**src/rtl/muldiv_if.sv**
```systemverilog
// Execute-stage port bundle for the HI/LO multiply/divide unit.
// master = pipeline control side, slave = muldiv_unit.
interface muldiv_if #(parameter int WIDTH = 32);
  logic             start;
  logic [1:0]       op;
  logic [WIDTH-1:0] a;
  logic [WIDTH-1:0] b;
  logic             flush;
  logic             hi_we;
  logic             lo_we;
  logic [WIDTH-1:0] wr_data;
  logic             busy;
  logic             done;
  logic [WIDTH-1:0] hi;
  logic [WIDTH-1:0] lo;

  modport master (
    output start, op, a, b, flush, hi_we, lo_we, wr_data,
    input  busy, done, hi, lo
  );

  modport slave (
    input  start, op, a, b, flush, hi_we, lo_we, wr_data,
    output busy, done, hi, lo
  );
endinterface

```
**src/rtl/muldiv_unit.sv**
```systemverilog
// Iterative radix-2 MULT/MULTU/DIV/DIVU unit owning the HI/LO registers.
// Magnitudes are processed unsigned; signs are reapplied in the FINISH cycle.
//
// state  | meaning
// IDLE   | waiting for start; MTHI/MTLO writes honoured
// RUN    | one shift-add / shift-subtract step per clock, ITERS steps
// FINISH | sign correction, HI/LO update, done pulse
module muldiv_unit #(
  parameter int WIDTH = 32,
  parameter int ITERS = 32
) (
  input  logic     clk,
  input  logic     rst,
  muldiv_if.slave  bus
);

  localparam int CW = $clog2(ITERS);
  localparam logic [CW-1:0] LAST = CW'(ITERS - 1);

  typedef enum logic [1:0] {IDLE, RUN, FINISH} state_t;

  state_t             state;
  logic [CW-1:0]      cnt;
  logic               is_div;
  logic [WIDTH-1:0]   a_raw;
  logic               b_zero;
  logic               neg_q;
  logic               neg_r;
  logic [WIDTH-1:0]   opnd;
  logic [2*WIDTH-1:0] acc;

  logic [WIDTH-1:0]   abs_a;
  logic [WIDTH-1:0]   abs_b;
  logic [WIDTH:0]     mul_sum;
  logic [2*WIDTH-1:0] mul_next;
  logic [WIDTH:0]     div_shift;
  logic [WIDTH-1:0]   div_diff;
  logic [2*WIDTH-1:0] div_next;
  logic [2*WIDTH-1:0] prod;
  logic [WIDTH-1:0]   quo;
  logic [WIDTH-1:0]   rem;

  always_comb begin
    abs_a = (bus.op[0] && bus.a[WIDTH-1]) ? -bus.a : bus.a;
    abs_b = (bus.op[0] && bus.b[WIDTH-1]) ? -bus.b : bus.b;

    // multiply: acc = {partial product, remaining multiplier bits}
    mul_sum  = {1'b0, acc[2*WIDTH-1:WIDTH]} + (acc[0] ? {1'b0, opnd} : {(WIDTH+1){1'b0}});
    mul_next = {mul_sum, acc[WIDTH-1:1]};

    // divide: acc = {partial remainder, dividend bits shifting into quotient}
    div_shift = {acc[2*WIDTH-1:WIDTH], acc[WIDTH-1]};
    div_diff  = div_shift[WIDTH-1:0] - opnd;
    if (div_shift >= {1'b0, opnd})
      div_next = {div_diff, acc[WIDTH-2:0], 1'b1};
    else
      div_next = {div_shift[WIDTH-1:0], acc[WIDTH-2:0], 1'b0};

    prod = neg_q ? -acc : acc;
    quo  = neg_q ? -acc[WIDTH-1:0] : acc[WIDTH-1:0];
    rem  = neg_r ? -acc[2*WIDTH-1:WIDTH] : acc[2*WIDTH-1:WIDTH];
  end

  always_ff @(posedge clk or posedge rst) begin
    if (rst) begin
      state    <= IDLE;
      cnt      <= '0;
      is_div   <= 1'b0;
      a_raw    <= '0;
      b_zero   <= 1'b0;
      neg_q    <= 1'b0;
      neg_r    <= 1'b0;
      opnd     <= '0;
      acc      <= '0;
      bus.busy <= 1'b0;
      bus.done <= 1'b0;
      bus.hi   <= '0;
      bus.lo   <= '0;
    end else begin
      bus.done <= 1'b0;
      case (state)
        IDLE: begin
          if (bus.hi_we) bus.hi <= bus.wr_data;
          if (bus.lo_we) bus.lo <= bus.wr_data;
          if (bus.start && !bus.flush) begin
            is_div   <= bus.op[1];
            a_raw    <= bus.a;
            b_zero   <= (bus.b == '0);
            neg_q    <= bus.op[0] && (bus.a[WIDTH-1] ^ bus.b[WIDTH-1]);
            neg_r    <= bus.op[0] && bus.a[WIDTH-1];
            acc      <= {{WIDTH{1'b0}}, bus.op[1] ? abs_a : abs_b};
            opnd     <= bus.op[1] ? abs_b : abs_a;
            cnt      <= '0;
            state    <= RUN;
            bus.busy <= 1'b1;
          end
        end
        RUN: begin
          if (bus.flush) begin
            state    <= IDLE;
            bus.busy <= 1'b0;
          end else begin
            acc <= is_div ? div_next : mul_next;
            cnt <= cnt + 1'b1;
            if (cnt == LAST) state <= FINISH;
          end
        end
        FINISH: begin
          if (!bus.flush) begin
            if (!is_div) begin
              bus.hi <= prod[2*WIDTH-1:WIDTH];
              bus.lo <= prod[WIDTH-1:0];
            end else if (b_zero) begin
              // divide by zero: no trap, HI gets the untouched dividend
              bus.hi <= a_raw;
              bus.lo <= '1;
            end else begin
              bus.hi <= rem;
              bus.lo <= quo;
            end
            bus.done <= 1'b1;
          end
          state    <= IDLE;
          bus.busy <= 1'b0;
        end
        default: begin
          state    <= IDLE;
          bus.busy <= 1'b0;
        end
      endcase
    end
  end

endmodule

```
**src/flat_wrapper.sv**
```systemverilog
// flat-port wrapper written by rule: the top's interface ports become plain ports
module muldiv_unit_flat 
#(
  parameter int WIDTH = 32,
  parameter int ITERS = 32
)
  (clk, rst, bus_start, bus_op, bus_a, bus_b, bus_flush, bus_hi_we, bus_lo_we, bus_wr_data, bus_busy, bus_done, bus_hi, bus_lo);
  muldiv_if #(.WIDTH(WIDTH)) bus_i ();
  input  logic clk;
  input  logic rst;
  input wire logic [$bits(bus_i.start)-1:0] bus_start;
  input wire logic [$bits(bus_i.op)-1:0] bus_op;
  input wire logic [$bits(bus_i.a)-1:0] bus_a;
  input wire logic [$bits(bus_i.b)-1:0] bus_b;
  input wire logic [$bits(bus_i.flush)-1:0] bus_flush;
  input wire logic [$bits(bus_i.hi_we)-1:0] bus_hi_we;
  input wire logic [$bits(bus_i.lo_we)-1:0] bus_lo_we;
  input wire logic [$bits(bus_i.wr_data)-1:0] bus_wr_data;
  output wire logic [$bits(bus_i.busy)-1:0] bus_busy;
  output wire logic [$bits(bus_i.done)-1:0] bus_done;
  output wire logic [$bits(bus_i.hi)-1:0] bus_hi;
  output wire logic [$bits(bus_i.lo)-1:0] bus_lo;
  assign bus_i.start = bus_start;
  assign bus_i.op = bus_op;
  assign bus_i.a = bus_a;
  assign bus_i.b = bus_b;
  assign bus_i.flush = bus_flush;
  assign bus_i.hi_we = bus_hi_we;
  assign bus_i.lo_we = bus_lo_we;
  assign bus_i.wr_data = bus_wr_data;
  assign bus_busy = bus_i.busy;
  assign bus_done = bus_i.done;
  assign bus_hi = bus_i.hi;
  assign bus_lo = bus_i.lo;
  muldiv_unit #(.WIDTH(WIDTH), .ITERS(ITERS)) u_core (.clk(clk), .rst(rst), .bus(bus_i));
endmodule
```
**config.mk**
```make
export PLATFORM = sky130hd
export DESIGN_NAME = muldiv_unit_flat
export DESIGN_NICKNAME = d
export VERILOG_FILES = /design/src/rtl/muldiv_if.sv /design/src/rtl/muldiv_unit.sv /design/src/flat_wrapper.sv
export SDC_FILE = /design/constraint.sdc
export NUM_CORES = 1
export LEC_CHECK = 0
export CAP_MARGIN = 30
export CORE_MARGIN = 5
export CORE_UTILIZATION = 45
export CTS_CLUSTER_DIAMETER = 40
export DETAILED_ROUTE_END_ITERATION = 10
export DONT_BUFFER_PORTS = 1
export GPL_ROUTABILITY_DRIVEN = 0
export PLACE_DENSITY = 0.59
export SYNTH_ARGS = -nofsm -noshare
export SYNTH_HDL_FRONTEND = slang
export SYNTH_SLANG_ARGS = --single-unit
```
**constraint.sdc**
```tcl
create_clock -name clk -period 8 [get_ports clk]
set_input_delay 1.6 -clock clk [delete_from_list [all_inputs] [get_ports clk]]
set_output_delay 1.6 -clock clk [all_outputs]
set_load 0.05 [all_outputs]
```
==> metrics.md, run 1 <==
| Metric | Value |
|---|---|
| CTS Buf Count | `35` |
| Fin crit period | `4.20 ns` |
| Number of global-route vias before repair | `16442` |
| Most frequent cell after synthesis | `nand2_1` |
| Syn-to-layout area delta | `7.91%` |
| H-tree level count | `2` |
| Die area | `42900 um2` |
| Netlist Area Pre-Place | `17500 um2` |
| Avg WL per Cell | `25.0 um` |
| Path depth of the worst reg2reg path | `13` |
| Crit path required time | `8.40 ns` |
| Ys Warns | `0` |
| RR Endpoint | `u_core.acc[57]` |
| Worst Tran Pin Value | `0.939 ns` |
| Cell count after synthesis | `2252` |
| Top post-synthesis cells by count | `nand2_1 (307), o21ai_0 (218), dfrtp_1 (205), a21oi_1 (186), nor2_1 (174)` |
| Synth area leader | `dfrtp_1` |
| PD cells | `339 nW/um2` |
| Critical hold path startpoint | `u_core.opnd[4]` |
| Hold path endpoint | `u_core.opnd[4]` |
| First-pass DRT Iterations | `6` |
| Fmax | `238 MHz` |
| # placed instances | `2630` |
| Setup TNS | `0 ns` |
| Startpoint type of the worst setup path | `flop` |
| # setup viols final | `0` |
| Met1 Usage GRT | `0.423` |
| Cell Area, Placed | `17700 um2` |
| Antenna violations before repair | `1` |
| GRT Overall Usage | `0.300` |
| Grt total ovfl | `0` |
| HPWL Detailed | `51.4 mm` |
| Worst r2r src | `u_core.acc[0]` |
| EDFF count, synth | `0` |
| Hold/Removal Path Class | `reg -> reg` |
| Worst Hold Depth | `2` |
| R2r setup slk | `3.80 ns` |
| Worst VDD drop | `0.000141 V` |
| Synth area leaders | `dfrtp_1 (29%), nand2_1 (6.6%), o21ai_0 (6.2%)` |
| Synth Area per Inst | `7.76 um2` |
| Max Slew Vio Count | `0` |
| First-pass GRT wire length | `102 mm` |
| GR Util met2 | `0.447` |
| Hold Buf Count CTS | `0` |
| TritonCTS Sinks | `205` |
| Post-CTS Setup Inserts | `0` |
| P_leak | `7.86 nW` |
| Final nets | `2325` |
| Main synth FF type | `dfrtp_1` |
| RSZ-0062 raised after global routing | `false` |
| Antenna Nets Post-Route | `0` |
| Clock Tree Buf Depth | `3` |
| Critical path fanouts, max | `33` |
| Iteration-0 DRC Markers | `2058` |
| Final instance area | `18900 um2` |
| Row count | `72` |
| Syn Nets | `2428` |
| Via density | `6.54` |
| Initial Util | `0.453` |
| Layout cell share with drive strength beyond 1 | `0.0653` |
| Non-filler cells, final | `2691` |
| Synthesis-stage register bit count | `205` |
| Register area share after synthesis | `0.293` |
| Diode count | `0` |
| Clock slew at reported path FFs | `0.05 ns` |
| Die height | `207 um` |
| Kind of critical path | `reg -> reg` |
| Largest net degree at the start of global routing | `110` |
| CTS tree | `built` |
| Unique masters post-synth | `85` |
| Via count | `17610` |
| Gr busiest metal | `met2` |
| Hold Vio Cnt, Final | `0` |
| Ports | `170` |
| Share of flip-flops with an asynchronous set or reset | `1.00` |
| Clk Latency, worst-skew pair | `0.53 ns` |
| Period utilization | `0.526` |
| Filler Cell Count | `3870` |
| PortBufs | `0` |
| Crit. End Element | `flop` |
| CP arrival | `4.61 ns` |
| Core Area | `38600 um2` |
| Status | `completed` |
| Synth top area share | `0.293` |
| WL final | `67.3 mm` |
| Clock Skew | `0.0362 ns` |
| GR Util met3 | `0.0911` |
| Remaining DRCs | `0` |
| Max_slew headroom | `0.372` |
| Post-CTS Resized | `0` |
| Root Buffer | `clkbuf_16` |
| # Max-Cap Violations | `0` |
| Die X | `207 um` |
## metrics by stage
| step | hold WS (ns) | utilization | setup WS (ns) | total power, mW |
|---|---|---|---|---|
| floorplan | 0.440 | - | 0.804 | 3.96 |
| global route | 0.500 | 0.489 | 3.56 | 6.77 |
| finish | 0.479 | 0.489 | 3.80 | 6.41 |
| detailed placement | 0.467 | 0.459 | 3.77 | 4.82 |
| global placement | 0.460 | 0.459 | 3.80 | 4.78 |
| CTS | 0.478 | 0.489 | 3.85 | 6.33 |
## final cells by class
class | instances | area [um2] | share of cell area
clock buffer | 42 | 953 | 0.0505
clock inverter | 19 | 205 | 0.0109
inverter | 68 | 263 | 0.0139
multi-input combinational | 1811 | 11500 | 0.607
sequential | 205 | 5130 | 0.272
tap | 518 | 648 | 0.0344
timing repair buffer | 28 | 210 | 0.0111
## flip-flops by register name (all words and copies together) (netlist names)
name	flops
u_core.acc	64
u_core.a_raw	32
u_core.bus.hi	32
u_core.bus.lo	32
u_core.opnd	32
u_core.cnt	5
u_core.state	2
u_core.b_zero	1
u_core.bus.busy	1
u_core.bus.done	1
u_core.is_div	1
u_core.neg_q	1
u_core.neg_r	1
## power breakdown
part           switching, mW  internal (mW)  leakage, nW
clock network          0.556          0.949        0.571
logic                   1.85           1.17         4.77
registers              0.634           1.25         2.52
total                   3.04           3.36         7.86
## critical path, stage by stage (launching register included)
cell      delay [ns]
dfrtp_1         0.54
inv_1           0.11
buf_4           0.39
nor2_1          0.08
ha_1            0.43
and4_1          0.26
o2111a_1        0.18
o21ai_0         0.08
buf_4           0.18
a21boi_0        0.51
a41oi_1         0.34
o31ai_1         0.37
mux2_2          0.38
o31ai_1         0.18
## cell usage in the layout, fill, tap and decap left out, types with 39 or more instances in the layout
cell type,count
o21ai_0,218
nand3_1,51
inv_1,64
dfrtp_1,203
nand2_1,307
nor2_1,172
a21oi_1,185
mux2i_1,57
xnor2_1,89
nor3_1,39
xor2_1,73
ha_1,70
## layer usage
| metal | vias up | part of all wire |
|---|---|---|
| li1 | 7979 | - |
| met3 | 143 | 0.12 |
| met4 | 2 | 0.031 |
| met1 | 8525 | 0.42 |
| met2 | 961 | 0.43 |
| met5 | - | 0.00015 |
## worst max path at each step
| stage | startpoint | slack (ns) | endpoint | depth (start not counted) |
|---|---|---|---|---|
| 2_1_floorplan | rst | 0.80 | u_core.a_raw[0] | 1 |
| 3_3_place_gp | bus_b[4] | 3.80 | u_core.acc[24] | 8 |
| 3_5_place_dp | bus_b[4] | 3.77 | u_core.acc[24] | 8 |
| 4_1_cts | u_core.acc[0] | 3.85 | u_core.acc[57] | 13 |
| 5_1_grt | u_core.acc[0] | 3.56 | u_core.acc[57] | 13 |
| 6_report | u_core.acc[0] | 3.80 | u_core.acc[57] | 13 |
## logic make-up (layout without fill, tap and decap cells)
| family | Yosys count | count (layout) | synth area share |
|---|---|---|---|
| muxes | 73 | 73 | 0.0429 |
| adders and majority gates | 72 | 72 | 0.0524 |
| AOI/OAI and AO/OA | 756 | 756 | 0.274 |
| buffers and inverters | 236 | 157 | 0.0538 |
| and+or+nand+nor | 748 | 748 | 0.202 |
| xor gates and xnor gates | 162 | 162 | 0.0811 |
| DFF | 205 | 205 | 0.293 |
Note: power is estimated with default switching activity, not from simulation.
==> run 2: changes to the inputs <==
clock period = 4.2 ns   (was 8 ns; I/O delays follow)
==> run 2 against run 1 <==
Cell count grew 2.3%. Non-clock buffer count rose by 48. Critical path depth shrank 2. Wire length up 4.6%. Die area unchanged. Via count rose by 2.1%. Utilization grew 1.7 points. Highest routed layer unchanged.
==> metrics.md, run 2 (same netlist as run 1, synthesis figures left out) <==
| Metric | Value |
|---|---|
| TritonCTS Sinks | `205 (unchanged)` |
| Grt total ovfl | `0 (unchanged)` |
| Most frequent cells in the layout | `nand2_1 (307), o21ai_0 (218), dfrtp_1 (203)` |
| Die area | `42900 um2 (unchanged)` |
| FF/Latch Area | `5130 um2 (unchanged)` |
| Status | `completed` |
| GRT Overall Usage | `0.313 (+0.0136)` |
| First-pass GRT wire length | `106 mm (+3.3%)` |
| Iteration-0 DRC Markers | `2338 (+14%)` |
| RSZ-0062 raised after global routing | `false` |
| Via density | `6.53 (-0.23%)` |
| Max FFs per register | `64 (unchanged)` |
| # setup viols final | `0 (unchanged)` |
| CTS Buf Count | `40 (+14%)` |
| Worst VDD drop | `0.000327 V (+130%)` |
| PD cells | `680 nW/um2 (+100%)` |
| Via count | `17980 (+2.1%)` |
| Max_slew headroom | `0.360 (-0.0117)` |
| Clock Skew | `0.0269 ns (-0.00928 ns)` |
| Clock Tree Buf Depth | `3 (unchanged)` |
| WL final | `70.5 mm (+4.6%)` |
| Filler Cell Count | `3823 (-1.2%)` |
| Fmax | `255 MHz (+7.2%)` |
| Top reg by flops | `u_core.acc` |
| CTS tree | `built` |
| Syn-to-layout area delta | `11.7%` |
| Hold/Removal Path Class | `in -> async` |
| Root Buffer | `clkbuf_16` |
| Number of global-route vias before repair | `16487 (+0.27%)` |
| Final nets | `2378 (+2.3%)` |
| Crit path required time | `4.66 ns (-3.74 ns)` |
| Commonest non-fill, non-tap cell in the layout | `nand2_1` |
| Hold Vio Cnt, Final | `0 (unchanged)` |
| Max Slew Vio Count | `0 (unchanged)` |
| Ports | `170 (unchanged)` |
| First-pass DRT Iterations | `5 (-1)` |
| Clock slew at reported path FFs | `0.06 ns (about the same)` |
| Crit. End Element | `flop` |
| Worst Tran Pin Value | `0.957 ns (+0.0176 ns)` |
| Core Area | `38600 um2 (unchanged)` |
| Area of the multi-input gates | `11500 um2 (unchanged)` |
| Setup TNS | `0 ns (unchanged)` |
| CP arrival | `4.38 ns (-0.23 ns)` |
| Largest net degree at the start of global routing | `115 (+4.5%)` |
| Fin crit period | `3.92 ns (-0.281 ns)` |
| HPWL Detailed | `54.5 mm (+6.0%)` |
| Post-CTS Setup Inserts | `0 (unchanged)` |
| Antenna violations before repair | `2 (+1)` |
| Initial Util | `0.453 (unchanged)` |
| Kind of critical path | `reg -> reg` |
| Layout cell share with drive strength beyond 1 | `0.0913 (+0.0260)` |
| Hold Buf Count CTS | `0 (unchanged)` |
| Die X | `207 um (unchanged)` |
| PortBufs | `0 (unchanged)` |
| Row count | `72 (unchanged)` |
| Clk Latency, worst-skew pair | `0.58 ns (+0.05 ns)` |
| # Max-Cap Violations | `0 (unchanged)` |
| Startpoint type of the worst setup path | `flop` |
| Antenna Nets Post-Route | `0 (unchanged)` |
| Die height | `207 um (unchanged)` |
| P_leak | `8.23 nW (+4.8%)` |
| Remaining DRCs | `0 (unchanged)` |
| Avg WL per Cell | `25.6 um (+2.2%)` |
| H-tree level count | `2 (unchanged)` |
| Post-CTS Resized | `0 (unchanged)` |
| Critical path fanouts, max | `16 (-52%)` |
| Hold WS | `0.0948 ns (-0.384 ns)` |
| Period utilization | `0.934 (+0.409)` |
==> run 2: per-stage QoR <==
step / util / area [um2] / std cells / total power [mW] / worst slack [ns]
2_1_floorplan: - / 17500 / 2252 / 7.53 / 0.702
3_3_place_gp: 0.469 / 18100 / 2678 / 9.50 / 0.433
3_5_place_dp: 0.469 / 18100 / 2678 / 9.57 / 0.320
4_1_cts: 0.506 / 19500 / 2752 / 13.0 / 0.313
5_1_grt: 0.506 / 19500 / 2752 / 13.9 / 0.0415
6_report: 0.506 / 19500 / 2754 / 13.3 / 0.276
==> run 2: power breakdown <==
part	internal (mW)	switching (mW)
registers	2.38	0.983
clock network	2.18	1.27
logic	2.43	4.04
total	6.98	6.29
==> run 2: metal layers <==
layer,wire [um],global-route usage,part of all wire
met5,7,0,0.000099
met4,2800,0.101,0.040
met1,29800,0.453,0.42
met2,28500,0.445,0.41
met3,9290,0.0995,0.13
==> run 2: final timing paths <==
check	start	endpoint	slack (ns)	depth (start not counted)
worst max-delay path	u_core.acc[0]	u_core.acc[57]	0.28	11
worst min-delay path	rst	u_core.bus.lo[10]	0.09	1
worst max register to register	u_core.acc[0]	u_core.acc[57]	0.28	11
worst min register to register	u_core.opnd[5]	u_core.opnd[5]	0.48	2
max in group asynchronous	rst	u_core.is_div	3.08	2
min in group clk	bus_flush	u_core.state[0]	0.33	1
==> run 2: worst max-delay path, stage by stage (launching register included) <==
cell      delay, ns
dfrtp_1        0.44
inv_1          0.47
nor2_1         0.10
ha_1           0.36
a21o_1         0.22
a211o_1        0.28
o21ai_0        0.60
a21boi_1       0.26
a41oi_1        0.44
o31ai_1        0.14
mux2_2         0.28
o31ai_1        0.20
==> run 2: final cells by class <==
cell class / instances / area share
antenna: 2 / 0.000256
tap: 518 / 0.0332
sequential: 205 / 0.263
multi-input combinational: 1811 / 0.586
clock buffer: 48 / 0.0564
inverter: 68 / 0.0133
timing repair buffer: 76 / 0.0305
clock inverter: 26 / 0.0169
